### src/rtl/camera_capture_ctrl.sv
// Frame-capture sequencer: arms on start, aligns to the vsync frame boundary and
// forwards buffered words to the write FIFO with byte addresses. Optional macro CAPTURE_IRQ_EN adds irq/irq_clr.
module camera_capture_ctrl #(
    parameter int BUFF_LENGTH        = 32,
    parameter int AXI4_ADDRESS_WIDTH = 32,
    parameter int WORD_CNT_WIDTH     = 20
) (
    input  logic                          pclk,
    input  logic                          rst_n,
    input  logic                          start,
    input  logic                          stop,
    input  logic                          continuous,
    input  logic [AXI4_ADDRESS_WIDTH-1:0] base_addr,
    input  logic [WORD_CNT_WIDTH-1:0]     frame_words,
    input  logic                          vsync,
    input  logic                          buff_done,
    input  logic [BUFF_LENGTH-1:0]        data_buffer,
    input  logic                          fifo_full,
`ifdef CAPTURE_IRQ_EN
    input  logic                          irq_clr,
    output logic                          irq,
`endif
    output logic                          fifo_wr_en,
    output logic [BUFF_LENGTH-1:0]        fifo_wdata,
    output logic [AXI4_ADDRESS_WIDTH-1:0] fifo_waddr,
    output logic                          busy,
    output logic                          frame_done,
    output logic [15:0]                   frame_cnt,
    output logic [WORD_CNT_WIDTH-1:0]     word_cnt,
    output logic                          overflow
);

    typedef enum logic [2:0] {
        S_IDLE,
        S_ARM,
        S_SYNC,
        S_CAPTURE,
        S_DONE
    } state_e;

    localparam logic [WORD_CNT_WIDTH-1:0] WC_ONE = 1;

    state_e                          state_q, state_d;
    logic                            cont_q, cont_d;
    logic [AXI4_ADDRESS_WIDTH-1:0]   base_q, base_d;
    logic [WORD_CNT_WIDTH-1:0]       idx_q, idx_d;
    logic [WORD_CNT_WIDTH-1:0]       word_cnt_q, word_cnt_d;
    logic                            overflow_q, overflow_d;
    logic                            wr_en_q, wr_en_d;
    logic [BUFF_LENGTH-1:0]          wdata_q, wdata_d;
    logic [AXI4_ADDRESS_WIDTH-1:0]   waddr_q, waddr_d;
    logic                            frame_done_q, frame_done_d;
    logic [15:0]                     frame_cnt_q, frame_cnt_d;
    logic                            limit_hit;
    logic                            accept;

    always_comb begin
        state_d      = state_q;
        cont_d       = cont_q;
        base_d       = base_q;
        idx_d        = idx_q;
        word_cnt_d   = word_cnt_q;
        overflow_d   = overflow_q;
        wr_en_d      = 1'b0;
        wdata_d      = wdata_q;
        waddr_d      = waddr_q;
        frame_done_d = 1'b0;
        frame_cnt_d  = frame_cnt_q;

        limit_hit = (frame_words != '0) && (idx_q == frame_words);
        accept    = (state_q == S_CAPTURE) && buff_done && !stop && !limit_hit;

        // A dropped word still consumes its address slot so the frame layout stays intact.
        if (accept) begin
            idx_d = idx_q + WC_ONE;
            if (!fifo_full) begin
                wr_en_d    = 1'b1;
                wdata_d    = data_buffer;
                waddr_d    = base_q + (AXI4_ADDRESS_WIDTH'(idx_q) << 2);
                word_cnt_d = word_cnt_q + WC_ONE;
            end else begin
                overflow_d = 1'b1;
            end
        end

        case (state_q)
            S_IDLE: begin
                if (start && !stop) begin
                    state_d    = S_ARM;
                    cont_d     = continuous;
                    overflow_d = 1'b0;
                end
            end
            S_ARM: begin
                if (vsync) state_d = S_SYNC;
            end
            S_SYNC: begin
                if (!vsync) begin
                    state_d    = S_CAPTURE;
                    base_d     = base_addr;
                    idx_d      = '0;
                    word_cnt_d = '0;
                end
            end
            S_CAPTURE: begin
                if (vsync) state_d = S_DONE;
            end
            S_DONE: begin
                frame_done_d = 1'b1;
                frame_cnt_d  = frame_cnt_q + 16'd1;
                state_d      = cont_q ? S_SYNC : S_IDLE;
            end
            default: state_d = S_IDLE;
        endcase

        if (stop) begin
            state_d      = S_IDLE;
            frame_done_d = 1'b0;
            frame_cnt_d  = frame_cnt_q;
        end
    end

    always_ff @(posedge pclk or negedge rst_n) begin
        if (!rst_n) begin
            state_q      <= S_IDLE;
            cont_q       <= 1'b0;
            base_q       <= '0;
            idx_q        <= '0;
            word_cnt_q   <= '0;
            overflow_q   <= 1'b0;
            wr_en_q      <= 1'b0;
            wdata_q      <= '0;
            waddr_q      <= '0;
            frame_done_q <= 1'b0;
            frame_cnt_q  <= '0;
        end else begin
            state_q      <= state_d;
            cont_q       <= cont_d;
            base_q       <= base_d;
            idx_q        <= idx_d;
            word_cnt_q   <= word_cnt_d;
            overflow_q   <= overflow_d;
            wr_en_q      <= wr_en_d;
            wdata_q      <= wdata_d;
            waddr_q      <= waddr_d;
            frame_done_q <= frame_done_d;
            frame_cnt_q  <= frame_cnt_d;
        end
    end

`ifdef CAPTURE_IRQ_EN
    logic irq_q, irq_d;
    logic ovf_prev_q, ovf_prev_d;

    // Set has priority over a same-cycle clear so no event is lost.
    always_comb begin
        ovf_prev_d = overflow_q;
        irq_d      = irq_q;
        if (irq_clr) irq_d = 1'b0;
        if (frame_done_q || (overflow_q && !ovf_prev_q)) irq_d = 1'b1;
    end

    always_ff @(posedge pclk or negedge rst_n) begin
        if (!rst_n) begin
            irq_q      <= 1'b0;
            ovf_prev_q <= 1'b0;
        end else begin
            irq_q      <= irq_d;
            ovf_prev_q <= ovf_prev_d;
        end
    end

    assign irq = irq_q;
`endif

    assign fifo_wr_en = wr_en_q;
    assign fifo_wdata = wdata_q;
    assign fifo_waddr = waddr_q;
    assign busy       = (state_q != S_IDLE);
    assign frame_done = frame_done_q;
    assign frame_cnt  = frame_cnt_q;
    assign word_cnt   = word_cnt_q;
    assign overflow   = overflow_q;

endmodule

### config.mk
export PLATFORM = sky130hd
export DESIGN_NAME = camera_capture_ctrl
export DESIGN_NICKNAME = d
export VERILOG_FILES = /design/src/rtl/camera_capture_ctrl.sv
export SDC_FILE = /design/constraint.sdc
export NUM_CORES = 1
export LEC_CHECK = 0
export BUFFER_PORTS_ARGS = -buffer_cell sky130_fd_sc_hd__buf_2
export CORE_UTILIZATION = 49
export CTS_CLUSTER_SIZE = 12
export DETAILED_ROUTE_END_ITERATION = 8
export PLACE_DENSITY = 0.72
export SLEW_MARGIN = 20
export SYNTH_ARGS = -nofsm -noshare
export SYNTH_HDL_FRONTEND = slang
export SYNTH_SLANG_ARGS = --single-unit
### constraint.sdc
create_clock -name pclk -period 2.8 [get_ports pclk]
set_input_delay 0.28 -clock pclk [delete_from_list [all_inputs] [get_ports pclk]]
set_output_delay 0.28 -clock pclk [all_outputs]
set_load 0.01 [all_outputs]
Yosys cells after proc, flatten, opt, wreduce, memory -nomap -nowiden
Index checks and enable logic that the tools add are counted.
- output and inout port bits: 104
- input bits: 92
- register bits after elaboration: 159
- word-level logic and storage cells: 64
- reductions and logical operators: 15
- equal/unequal tests: 9
- bitwise operators: 3
- muxes and demuxes: 22
- add/subtract/negate cells: 4
- operator list (cell ; number):
    20-bit two-way mux ; 7
    20-bit by 1-bit adder with 20-bit output (second input constant) ; 2
    32-bit by 22-bit adder with 32-bit output ; 1
    20-bit == test ; 1
    20-bit nonzero test ; 1
    16-bit by 1-bit adder with 16-bit output (second input constant) ; 1
    3-bit two-way mux ; 5
    3-bit one-hot mux with 5 select lines ; 1
    3-bit != test (second input constant) ; 4
    1-bit two-way mux ; 8
    2-bit AND reduction ; 4
    3-bit by 2-bit == test with 1-bit output (second input constant) ; 2
    1-bit logical AND ; 5
    4-bit AND reduction ; 1
    3-bit by 1-bit == test with 1-bit output (second input constant) ; 1
    3-bit == test (second input constant) ; 1
    3-bit logical NOT ; 1
    1-bit NOT ; 3
    3-bit nonzero test ; 1
    1-bit logical NOT ; 2
    2-bit two-way mux ; 1

Depth between registers and ports, before layout
Gate-level depths: netlist (run 1).
- word-level depth: 7
- gate-level depth with buffers: 11
- depth with buffers taken out: 11

Worst setup path after synthesis (run 1)
No wires, ideal clock.
- kind: reg2reg
- from: register idx_q[3]
- to: register waddr_q[27], in the netlist fifo_waddr[27]
- stages on the path, launching flop included: 11
- setup time: 0.069 ns
- path buffers: 1
- clock period less this slack: 2.449 ns
- required time: 2.731 ns
- data arrival time: 2.381 ns
- slack: 0.351 ns
- path through: dfrtp_1 ha_1 a21o_1 a21oi_2 a2111oi_4 nor2_2 a211oi_1 o21a_1 buf_6 or4b_1 nand3_1
- cells in the longest elaborated chain, start to end: 5
- elaborated cells between the ends (all ways): 6
- those cells by class: add/sub (1); eq/ne (1); reduce/logical (4)
- RTL lines (what ; RTL line ; RTL):
    start, declared ; 46 ; logic [WORD_CNT_WIDTH-1:0] idx_q, idx_d;
    start signal, assigned ; 140 ; idx_q <= idx_d;
    branches (longest 5 deep; another with 32-bit by 22-bit adder with 32-bit output) ; -- ;
    end signal, assigned ; 145 ; waddr_q <= waddr_d;
    end, declared ; 51 ; logic [AXI4_ADDRESS_WIDTH-1:0] waddr_q, waddr_d;
Several ways; the timed one is not identified.
A chain may end at the register's enable or synchronous reset.

Final worst setup path (run 1)
- from: register idx_q[4]
- to: register waddr_q[19], in the netlist fifo_waddr[19]
The elaborated chain is that of the path after synthesis.

==> results.sh, run 1 <==
export IMPL_crit_path_cell_trace="ha_1, nand4_1, a2111oi_4, o211ai_2, a21o_1, a211o_1, and3_4, o31ai_2"
export IMPL_first_pass_iters=5
export IMPL_period_needed_ns=2.61
export IMPL_power_leakage_nw=5.13
export IMPL_max_freq_mhz=383
export IMPL_power_density_mw_per_mm2=674
export IMPL_crit_path_max_incr_delay_ns=0.46
export IMPL_endpoint_kind="register"
export IMPL_grtUsageTotal=0.235
export IMPL_synth_top_family_by_area="simple AND/OR/NAND/NOR gates"
export IMPL_cp_required_ns=3.14
export IMPL_synthToLayoutAreaGrowth_pct=23.5
export IMPL_synth_mux_area_frac=0.0467
export IMPL_setup_viol_count_final=0
export IMPL_drv_slew=0
export IMPL_grt_max_degree=74
export IMPL_synth_area_per_cell_um2=9.90
export IMPL_die_h_um=129
export IMPL_finalNonFillerCells=1234
export IMPL_clkLatencyLatePin_ns=0.42
export IMPL_fillCellCount=1415
export IMPL_synth_top_area_frac=0.500
export IMPL_dieArea_mm2=0.0168
export IMPL_sequentialPowerShare=0.444
export IMPL_start_util=0.501
export IMPL_synth_warnings=0
export IMPL_gr_total_overflow=0
export IMPL_hp_start="data_buffer[30]"
export IMPL_crit_fanout=6
export IMPL_viasPerCell=5.20
export IMPL_yosysSeqAreaShare=0.500
export IMPL_power_switching_mw=1.98
export IMPL_core_area_mm2=0.0159
export IMPL_portBuffers=195
export IMPL_cts_root_buffer="clkbuf_16"
export IMPL_setup_tns_ns=0
export IMPL_clock_path_buffers=2
export IMPL_synth_top_flop_cell="dfrtp_1"
export IMPL_worstSetupPathType="reg2reg"
export IMPL_drtAntennaViolNets=0
export IMPL_final_core_util=0.619
export IMPL_cts_sinks=159
export IMPL_drt_total_wl_um=18700
export IMPL_cts_clk_slew_worst_paths_ns=0.06
export IMPL_yosysTopAreaCell="dfrtp_1"
export IMPL_pwr_share_clk=0.345
export IMPL_synth_most_common_cell="nand2_1"
export IMPL_drive_gt1_frac=0.289
export IMPL_h_tree_depth=4
export IMPL_ys_top_cells_by_area="dfrtp_1 (50%), nand2_1 (8.1%), xor2_1 (5.6%)"
export IMPL_design_area_mm2=0.00984
export IMPL_multi_input_area_mm2=0.00378
export IMPL_r2r_start="idx_q[4]"
export IMPL_crit_slowest_cell="a2111oi_4"
export IMPL_synth_edf_count=0
export IMPL_cts_buffers=17
export IMPL_synth_compound_area_frac=0.0860
export IMPL_nets=1120
export IMPL_syn_instance_count=804
export IMPL_setup_ws_ns=0.186
export IMPL_ys_ff_latch=159
export IMPL_whs_ns=0.0424
export IMPL_dp_slack_ns=0.101
export IMPL_rr_endpoint="fifo_waddr[19]"
export IMPL_critPathArrivalTime_ns=2.95
export IMPL_tightestPinTransition_ns=0.614
export IMPL_antenna_found_initial=3
export IMPL_placedCellCount=1200
export IMPL_vdd_drop_max_mv=0.446
export IMPL_fin_crit_sh=0.934
export IMPL_async_reset_ff_frac=1.00
export IMPL_hold_end="fifo_wdata[30]"
export IMPL_via_count=6414
export IMPL_tritoncts="built"
export IMPL_grt_pass1_wl_um=30200
export IMPL_rsz0062_at_grt="no"
export IMPL_seq_area_mm2=0.00398
export IMPL_max_cap_viol_count=0
export IMPL_synth_common_cells="nand2_1 (171), dfrtp_1 (159), nor2_1 (53)"
export IMPL_gp_congestion=0.884
export IMPL_num_io_pins=196
export IMPL_swShare=0.298
export IMPL_min_path_type="in2reg"
export IMPL_placedInstanceArea_mm2=0.00922
export IMPL_rr_worst_depth=8
export IMPL_power_mw=6.63
export IMPL_p_comb_frac=0.211
export IMPL_whs_path_depth=3
export IMPL_rows=46
export IMPL_dr_first_iter_drc_count=377
export IMPL_yosysUniqueCellTypes=60
export IMPL_yosys_area_share_adder=0.0387
export IMPL_synthXorXnorAreaFrac=0.0913
export IMPL_grt_pass1_vias=6160
export IMPL_slew_headroom=0.591
export IMPL_yosys_area_share_simple=0.209
export IMPL_syn_area_mm2=0.00796
export IMPL_internal_power_mw=4.65
export IMPL_post_dp_hpwl_um=13600
export IMPL_cp_start_kind="register"
export IMPL_rrSetupSlack_ns=0.19
export IMPL_skew_ns=0.00483
export IMPL_die_w_um=129
export IMPL_hold_viol=0
export IMPL_syn_num_nets=920
export IMPL_drc_errors=0
export IMPL_avgRoutedWirePerCell_um=15.2
export IMPL_status="completed"
power groups by stage:
stage	Combinational, mW	Sequential, mW	Clock (mW)
4_1_cts	1.39	2.95	2.34
6_report	1.40	2.94	2.29
3_5_place_dp	1.38	2.98	0
3_3_place_gp	1.36	2.97	0
2_1_floorplan	0.900	2.94	0
5_1_grt	1.56	3.00	2.43
logic make-up after synthesis:
family | count (synthesis)
buffers and inverters | 49
AOI/OAI and AO/OA | 108
muxes | 33
adders and majority gates | 24
and+or+nand+nor | 348
xor gates and xnor gates | 83
DFF | 159
worst max-delay path: cells and delay by family, from the launching register on:
kind                       cells  cell delay, ns
AOI/OAI and AO/OA              5            1.27
DFF                            1            0.45
adders and majority gates      1            0.42
and+or+nand+nor                2            0.39
state kept, by name, summed over array words and instances (netlist names):
name and flops:
base_q 32, fifo_waddr 32, fifo_wdata 32, idx_q 20
word_cnt 20, frame_cnt 16, state_q 3, cont_q 1
fifo_wr_en 1, frame_done 1, overflow 1
cell usage in the layout, fill, tap and decap left out, types with 3 or more instances in the layout:
| cell type | netlist | final |
|---|---|---|
| a211oi_1 | 4 | 3 |
| a21o_1 | 13 | 13 |
| a21oi_1 | 31 | 31 |
| a31oi_1 | 9 | 8 |
| and3_1 | 13 | 13 |
| and4_1 | 6 | 6 |
| buf_12 | 0 | 3 |
| buf_2 | 12 | 194 |
| buf_4 | 4 | 13 |
| clkbuf_16 | 0 | 17 |
| clkinvlp_4 | 0 | 5 |
| dfrtp_1 | 159 | 159 |
| ha_1 | 23 | 23 |
| inv_1 | 17 | 17 |
| inv_6 | 0 | 3 |
| mux2_2 | 33 | 33 |
| nand2_1 | 171 | 171 |
| nand3_1 | 21 | 21 |
| nand3b_1 | 3 | 3 |
| nand4_1 | 17 | 17 |
| nor2_1 | 53 | 53 |
| nor2b_1 | 3 | 3 |
| nor3_1 | 14 | 14 |
| nor4_1 | 10 | 10 |
| o211ai_1 | 4 | 4 |
| o21a_1 | 4 | 3 |
| o21ai_0 | 31 | 31 |
| or3_1 | 11 | 11 |
| or4b_1 | 5 | 5 |
| xnor2_1 | 32 | 32 |
| xor2_1 | 51 | 51 |
final cells by class:
| cell class | count | area share |
|---|---|---|
| flip-flops and latches | 159 | 0.405 |
| clock buffers | 20 | 0.0454 |
| well taps | 216 | 0.0275 |
| repair buffers | 212 | 0.117 |
| inverters | 18 | 0.00687 |
| clock inverters | 11 | 0.0135 |
| multi-input cells | 596 | 0.385 |
| diodes | 2 | 0.000509 |
what timing repair did:
| action | 4_1_cts | 5_1_grt |
|---|---|---|
| hold buffers | 1 | 0 |
| endpoints found under the hold margin | 61 | 0 |
| resized for setup | 0 | 4 |
| setup endpoints to repair | 0 | 9 |
| buffers inserted | 0 | 0 |
per-layer routing:
metal	wire length (um)	track usage	share of wire	vias to the layer above
met3	952	0.0545	0.051	25
li1	-	-	-	3167
met1	8660	0.306	0.46	3067
met2	8760	0.380	0.47	153
met5	10	0	0.00053	-
met4	364	0.0903	0.019	2
worst max-delay path by stage:
stage	end	slack, ns	from	cells past startpoint
CTS	fifo_waddr[31]	0.06	idx_q[4]	8
detailed placement	fifo_waddr[31]	0.10	idx_q[4]	8
floorplan	fifo_waddr[27]	0.35	idx_q[3]	10
global placement	fifo_waddr[31]	0.18	idx_q[4]	8
finish	fifo_waddr[19]	0.19	idx_q[4]	8
global route	fifo_waddr[19]	0.004	idx_q[4]	8
(Power assumes the default switching activity.)
==> run 2, diff against run 1 <==
Settings changed: CORE_UTILIZATION 49 to 45, PLACE_DENSITY 0.72 to 0.67.
Clock period 2.8 ns to 3.36 ns, I/O delays scaled along.
==> results.sh, run 2 (synthesis results as in run 1) <==
export IMPL_endpoint_kind="register"
export IMPL_rows=48
export IMPL_grt_pass1_wl_um=31100
export IMPL_period_needed_ns=2.78
export IMPL_placedInstanceArea_mm2=0.00916
export IMPL_portBuffers=195
export IMPL_cts_root_buffer="clkbuf_16"
export IMPL_setup_tns_ns=0
export IMPL_design_area_mm2=0.00975
export IMPL_via_count=6432
export IMPL_grt_pass1_vias=6118
export IMPL_rsz0062_at_grt="no"
export IMPL_hold_viol=0
export IMPL_die_h_um=135
export IMPL_final_common_cell="buf_2"
export IMPL_drive_gt1_frac=0.283
export IMPL_dieArea_mm2=0.0182
export IMPL_power_mw=5.56
export IMPL_die_w_um=135
export IMPL_max_cap_viol_count=0
export IMPL_cts_clk_slew_worst_paths_ns=0.07
export IMPL_dr_first_iter_drc_count=297
export IMPL_min_path_type="in2reg"
export IMPL_rr_worst_depth=11
export IMPL_gr_total_overflow=0
export IMPL_start_util=0.460
export IMPL_grt_max_degree=83
export IMPL_first_pass_iters=6
export IMPL_vdd_drop_max_mv=0.349
export IMPL_fin_crit_sh=0.827
export IMPL_power_leakage_nw=5.11
export IMPL_tritoncts="built"
export IMPL_tightestPinTransition_ns=0.658
export IMPL_cts_buffers=17
export IMPL_num_io_pins=196
export IMPL_status="completed"
export IMPL_synthToLayoutAreaGrowth_pct=22.5
export IMPL_slew_headroom=0.562
export IMPL_cp_start_kind="register"
export IMPL_skew_ns=0.0137
export IMPL_h_tree_depth=4
export IMPL_antennaDiodeCount=0
export IMPL_gp_congestion=0.844
export IMPL_nets=1112
export IMPL_antenna_found_initial=1
export IMPL_drt_total_wl_um=19100
export IMPL_grtUsageTotal=0.219
export IMPL_cts_setup_buffers=0
export IMPL_viasPerCell=5.21
export IMPL_critPathArrivalTime_ns=3.13
export IMPL_setup_viol_count_final=0
export IMPL_core_area_mm2=0.0173
export IMPL_max_freq_mhz=360
export IMPL_most_common_layout_cells="buf_2 (194), nand2_1 (171), dfrtp_1 (159), nor2_1 (53), xor2_1 (51)"
export IMPL_clkLatencyLatePin_ns=0.43
export IMPL_cp_required_ns=3.71
export IMPL_post_cts_resized=0
export IMPL_post_dp_hpwl_um=13900
export IMPL_clock_path_buffers=2
export IMPL_avgRoutedWirePerCell_um=15.5
export IMPL_finalNonFillerCells=1234
export IMPL_cts_sinks=159
export IMPL_crit_fanout=9
export IMPL_drv_slew=0
export IMPL_whs_ns=0.0930
export IMPL_drtAntennaViolNets=0
export IMPL_whs_path_depth=3
export IMPL_rrSetupSlack_ns=0.58
export IMPL_power_density_mw_per_mm2=571
export IMPL_worstSetupPathType="reg2reg"
export IMPL_placedCellCount=1201
export IMPL_drc_errors=0
run 2: critical path: stages (launching register included):
cell and delay (ns):
dfrtp_1 0.45, ha_1 0.21, inv_1 0.05, fa_1 0.39
nor2b_1 0.16, o2111ai_1 0.17, nand3_1 0.14, nand3b_1 0.11
a31oi_1 0.29, a221oi_2 0.18, or3_1 0.37, a31oi_1 0.16
run 2: final cells by class:
type,count,area [um2]
Clock buffer,18,439
Multi-Input combinational cell,596,3760
Tap cell,225,282
Inverter,18,67.6
Fill cell,1598,7540
Timing Repair Buffer,204,1080
Sequential cell,159,3980
Clock inverter,14,148
run 2: routing by layer:
metal  GRT usage  vias up  share of wire
met5           0        -              0
met4      0.0718        0          0.017
met3      0.0518       24          0.048
met2       0.342      168           0.47
met1       0.301     3095           0.47
li1            -     3145              -
run 2: through the flow:
step | utilization | worst slack [ns]
2_1_floorplan | - | 0.911
5_1_grt | 0.564 | 0.353
3_5_place_dp | 0.529 | 0.625
6_report | 0.564 | 0.580
3_3_place_gp | 0.529 | 0.682
4_1_cts | 0.564 | 0.605
run 2: final timing paths:
path                                  endpoint             from
worst max-delay path            fifo_waddr[26]         idx_q[0]
worst min-delay path            fifo_wdata[14]  data_buffer[14]
worst max register to register  fifo_waddr[26]         idx_q[0]
worst min register to register   fifo_waddr[2]    fifo_waddr[2]
max in group asynchronous           base_q[31]            rst_n
min in group asynchronous        fifo_waddr[8]            rst_n
run 2: report_power, final:
part | internal, mW | total [mW] | switching [mW]
logic | 0.541 | 1.15 | 0.609
clock network | 1.07 | 1.95 | 0.879
registers | 2.21 | 2.46 | 0.256
total | 3.82 | 5.56 | 1.74
run 2: what timing repair did:
item	in CTS	in global routing
hold endpoints to repair	61	0
setup endpoints to repair	0	0
hold buffers	1	0
==> run 3, diff against run 2 <==
Settings changed: ABC_AREA set to 1, PLACE_DENSITY 0.67 to 0.66.
Clock period 3.36 ns to 2.6 ns, I/O delays scaled along.
==> results.sh, run 3 <==
export IMPL_status="completed"
export IMPL_cts_clk_slew_worst_paths_ns=0.08
export IMPL_via_count=9196
export IMPL_synth_common_cells="nand2_1 (532), dfrtp_1 (159), nor2_1 (128)"
export IMPL_antenna_found_initial=1
export IMPL_hold_viol=0
export IMPL_setup_ws_ns=0.240
export IMPL_cts_buffers=17
export IMPL_ys_top_cells_by_area="dfrtp_1 (42%), nand2_1 (21%), nor2_1 (5.1%)"
export IMPL_grt_pass1_wl_um=44100
export IMPL_period_needed_ns=2.36
export IMPL_post_dp_hpwl_um=20200
export IMPL_syn_instance_count=1330
export IMPL_dr_first_iter_drc_count=713
export IMPL_tritoncts="built"
export IMPL_most_common_layout_cells="nand2_1 (532), buf_2 (194), dfrtp_1 (159), nor2_1 (128), inv_1 (124)"
export IMPL_die_h_um=147
export IMPL_dieArea_mm2=0.0216
export IMPL_nets=1640
export IMPL_dp_slack_ns=0.298
export IMPL_setup_viol_count_final=0
export IMPL_synth_top_flop_cell="dfrtp_1"
export IMPL_yosysUniqueCellTypes=42
export IMPL_synthToLayoutAreaGrowth_pct=20.2
export IMPL_h_tree_depth=4
export IMPL_slew_headroom=0.539
export IMPL_postCtsHoldBufs=2
export IMPL_synth_edf_count=0
export IMPL_clock_path_buffers=2
export IMPL_cts_setup_buffers=0
export IMPL_startpoint="idx_q[0]"
export IMPL_critPathArrivalTime_ns=2.68
export IMPL_grt_max_degree=63
export IMPL_design_area_mm2=0.0114
export IMPL_syn_num_nets=1446
export IMPL_cts_root_buffer="clkbuf_16"
export IMPL_finalNonFillerCells=1808
export IMPL_cp_start_kind="register"
export IMPL_fin_crit_sh=0.908
export IMPL_endpoint_kind="register"
export IMPL_placedCellCount=1773
export IMPL_drtAntennaViolNets=0
export IMPL_clkLatencyLatePin_ns=0.44
export IMPL_whs_ns=0.0156
export IMPL_avgRoutedWirePerCell_um=14.8
export IMPL_gr_total_overflow=0
export IMPL_yosysTopAreaCell="dfrtp_1"
export IMPL_die_w_um=147
export IMPL_grt_pass1_vias=8812
export IMPL_yosysSeqAreaShare=0.421
export IMPL_drive_gt1_frac=0.177
export IMPL_drc_errors=0
export IMPL_gp_congestion=0.953
export IMPL_crit_fanout=8
export IMPL_synth_top_area_frac=0.421
export IMPL_rrSetupSlack_ns=0.24
export IMPL_synth_warnings=0
export IMPL_portBuffers=195
export IMPL_vdd_drop_max_mv=0.527
export IMPL_cts_sinks=159
export IMPL_post_cts_resized=0
export IMPL_core_area_mm2=0.0204
export IMPL_r2r_start="idx_q[0]"
export IMPL_cp_required_ns=2.92
export IMPL_viasPerCell=5.09
export IMPL_ys_ff_latch=159
export IMPL_synth_area_per_cell_um2=7.11
export IMPL_synth_most_common_cell="nand2_1"
export IMPL_rsz0062_at_grt="no"
export IMPL_critPathCapture="fifo_waddr[22]"
export IMPL_tightestPinTransition_ns=0.691
export IMPL_power_leakage_nw=6.14
export IMPL_first_pass_iters=6
export IMPL_max_freq_mhz=424
export IMPL_rr_worst_depth=12
export IMPL_rr_endpoint="fifo_waddr[22]"
export IMPL_setup_tns_ns=0
export IMPL_drv_slew=0
export IMPL_async_reset_ff_frac=1.00
export IMPL_final_common_cell="nand2_1"
export IMPL_min_path_type="in2reg"
export IMPL_drt_total_wl_um=26700
export IMPL_grtUsageTotal=0.256
export IMPL_num_io_pins=196
export IMPL_power_density_mw_per_mm2=806
export IMPL_rows=52
export IMPL_placedInstanceArea_mm2=0.0107
export IMPL_worstSetupPathType="reg2reg"
export IMPL_max_cap_viol_count=0
export IMPL_start_util=0.463
export IMPL_skew_ns=0.0204
export IMPL_syn_area_mm2=0.00945
-- run 3: cell types whose count changed in the layout (fill, tap and decap cells not counted), moves of 12 or more --
cell,previous run,this run
a21o_1,13,1
nand3_1,21,78
a21oi_1,31,43
nor2_1,53,128
and3_1,13,0
nand2_1,171,532
o21ai_0,31,47
xor2_1,51,21
mux2_2,33,0
inv_1,17,124
-- run 3: routing by layer --
metal | wire [um] | track usage | up-vias
met5 | 0 | 0 | -
met1 | 12500 | 0.359 | 4213
met4 | 593 | 0.0923 | 0
met3 | 1600 | 0.0379 | 45
li1 | - | - | 4585
met2 | 12000 | 0.402 | 353
-- run 3: final cells by class --
class	count	area (um2)
inverter	132	498
sequential	159	3980
multi-input combinational	1001	4770
clock buffer	17	425
tap	270	338
antenna	1	2.50
fill	1988	9070
timing repair buffer	213	1160
clock inverter	15	186
-- run 3: worst min-delay path by stage --
stage                              start              to  slack, ns  cells after the start
final                     data_buffer[4]   fifo_wdata[4]       0.02                      3
after global routing      data_buffer[8]   fifo_wdata[8]       0.02                      3
after CTS                 data_buffer[4]   fifo_wdata[4]      0.004                      3
after detailed placement           rst_n  fifo_waddr[27]       0.30                      1
after global placement             rst_n  fifo_waddr[25]       0.30                      1
after floorplan                    rst_n       base_q[0]      -0.04                      0
-- run 3: cell families after synthesis --
logic type,after synthesis,synth area share
flip-flops,159,0.421
buffers and inverters,170,0.0744
AO/OA/AOI/OAI,108,0.0616
adder cells (fa/ha/maj),24,0.0326
AND/OR/NAND/NOR,815,0.357
XOR/XNOR,54,0.0532
-- run 3: worst max-delay path, cell delays in order, from the launching register on --
cell,delay [ns]
dfrtp_1,0.51
ha_1,0.22
inv_1,0.05
fa_1,0.40
o21ai_1,0.15
buf_4,0.15
inv_1,0.04
o21ai_1,0.29
nand3_1,0.15
nand2_1,0.10
nand2_1,0.05
nand3_1,0.06
nand2_1,0.05
-- run 3: through the flow --
step	util	power (mW)
detailed placement	0.525	6.60
global route	0.556	9.77
CTS	0.556	9.23
finish	0.556	9.16
global placement	0.525	6.54
floorplan	-	5.39
-- run 3: power by group --
part	switching (mW)	internal, mW	total [mW]	leakage, nW
combinational	1.76	1.09	2.85	3.72
clock	1.21	1.39	2.60	0.297
sequential	0.581	3.13	3.71	2.13
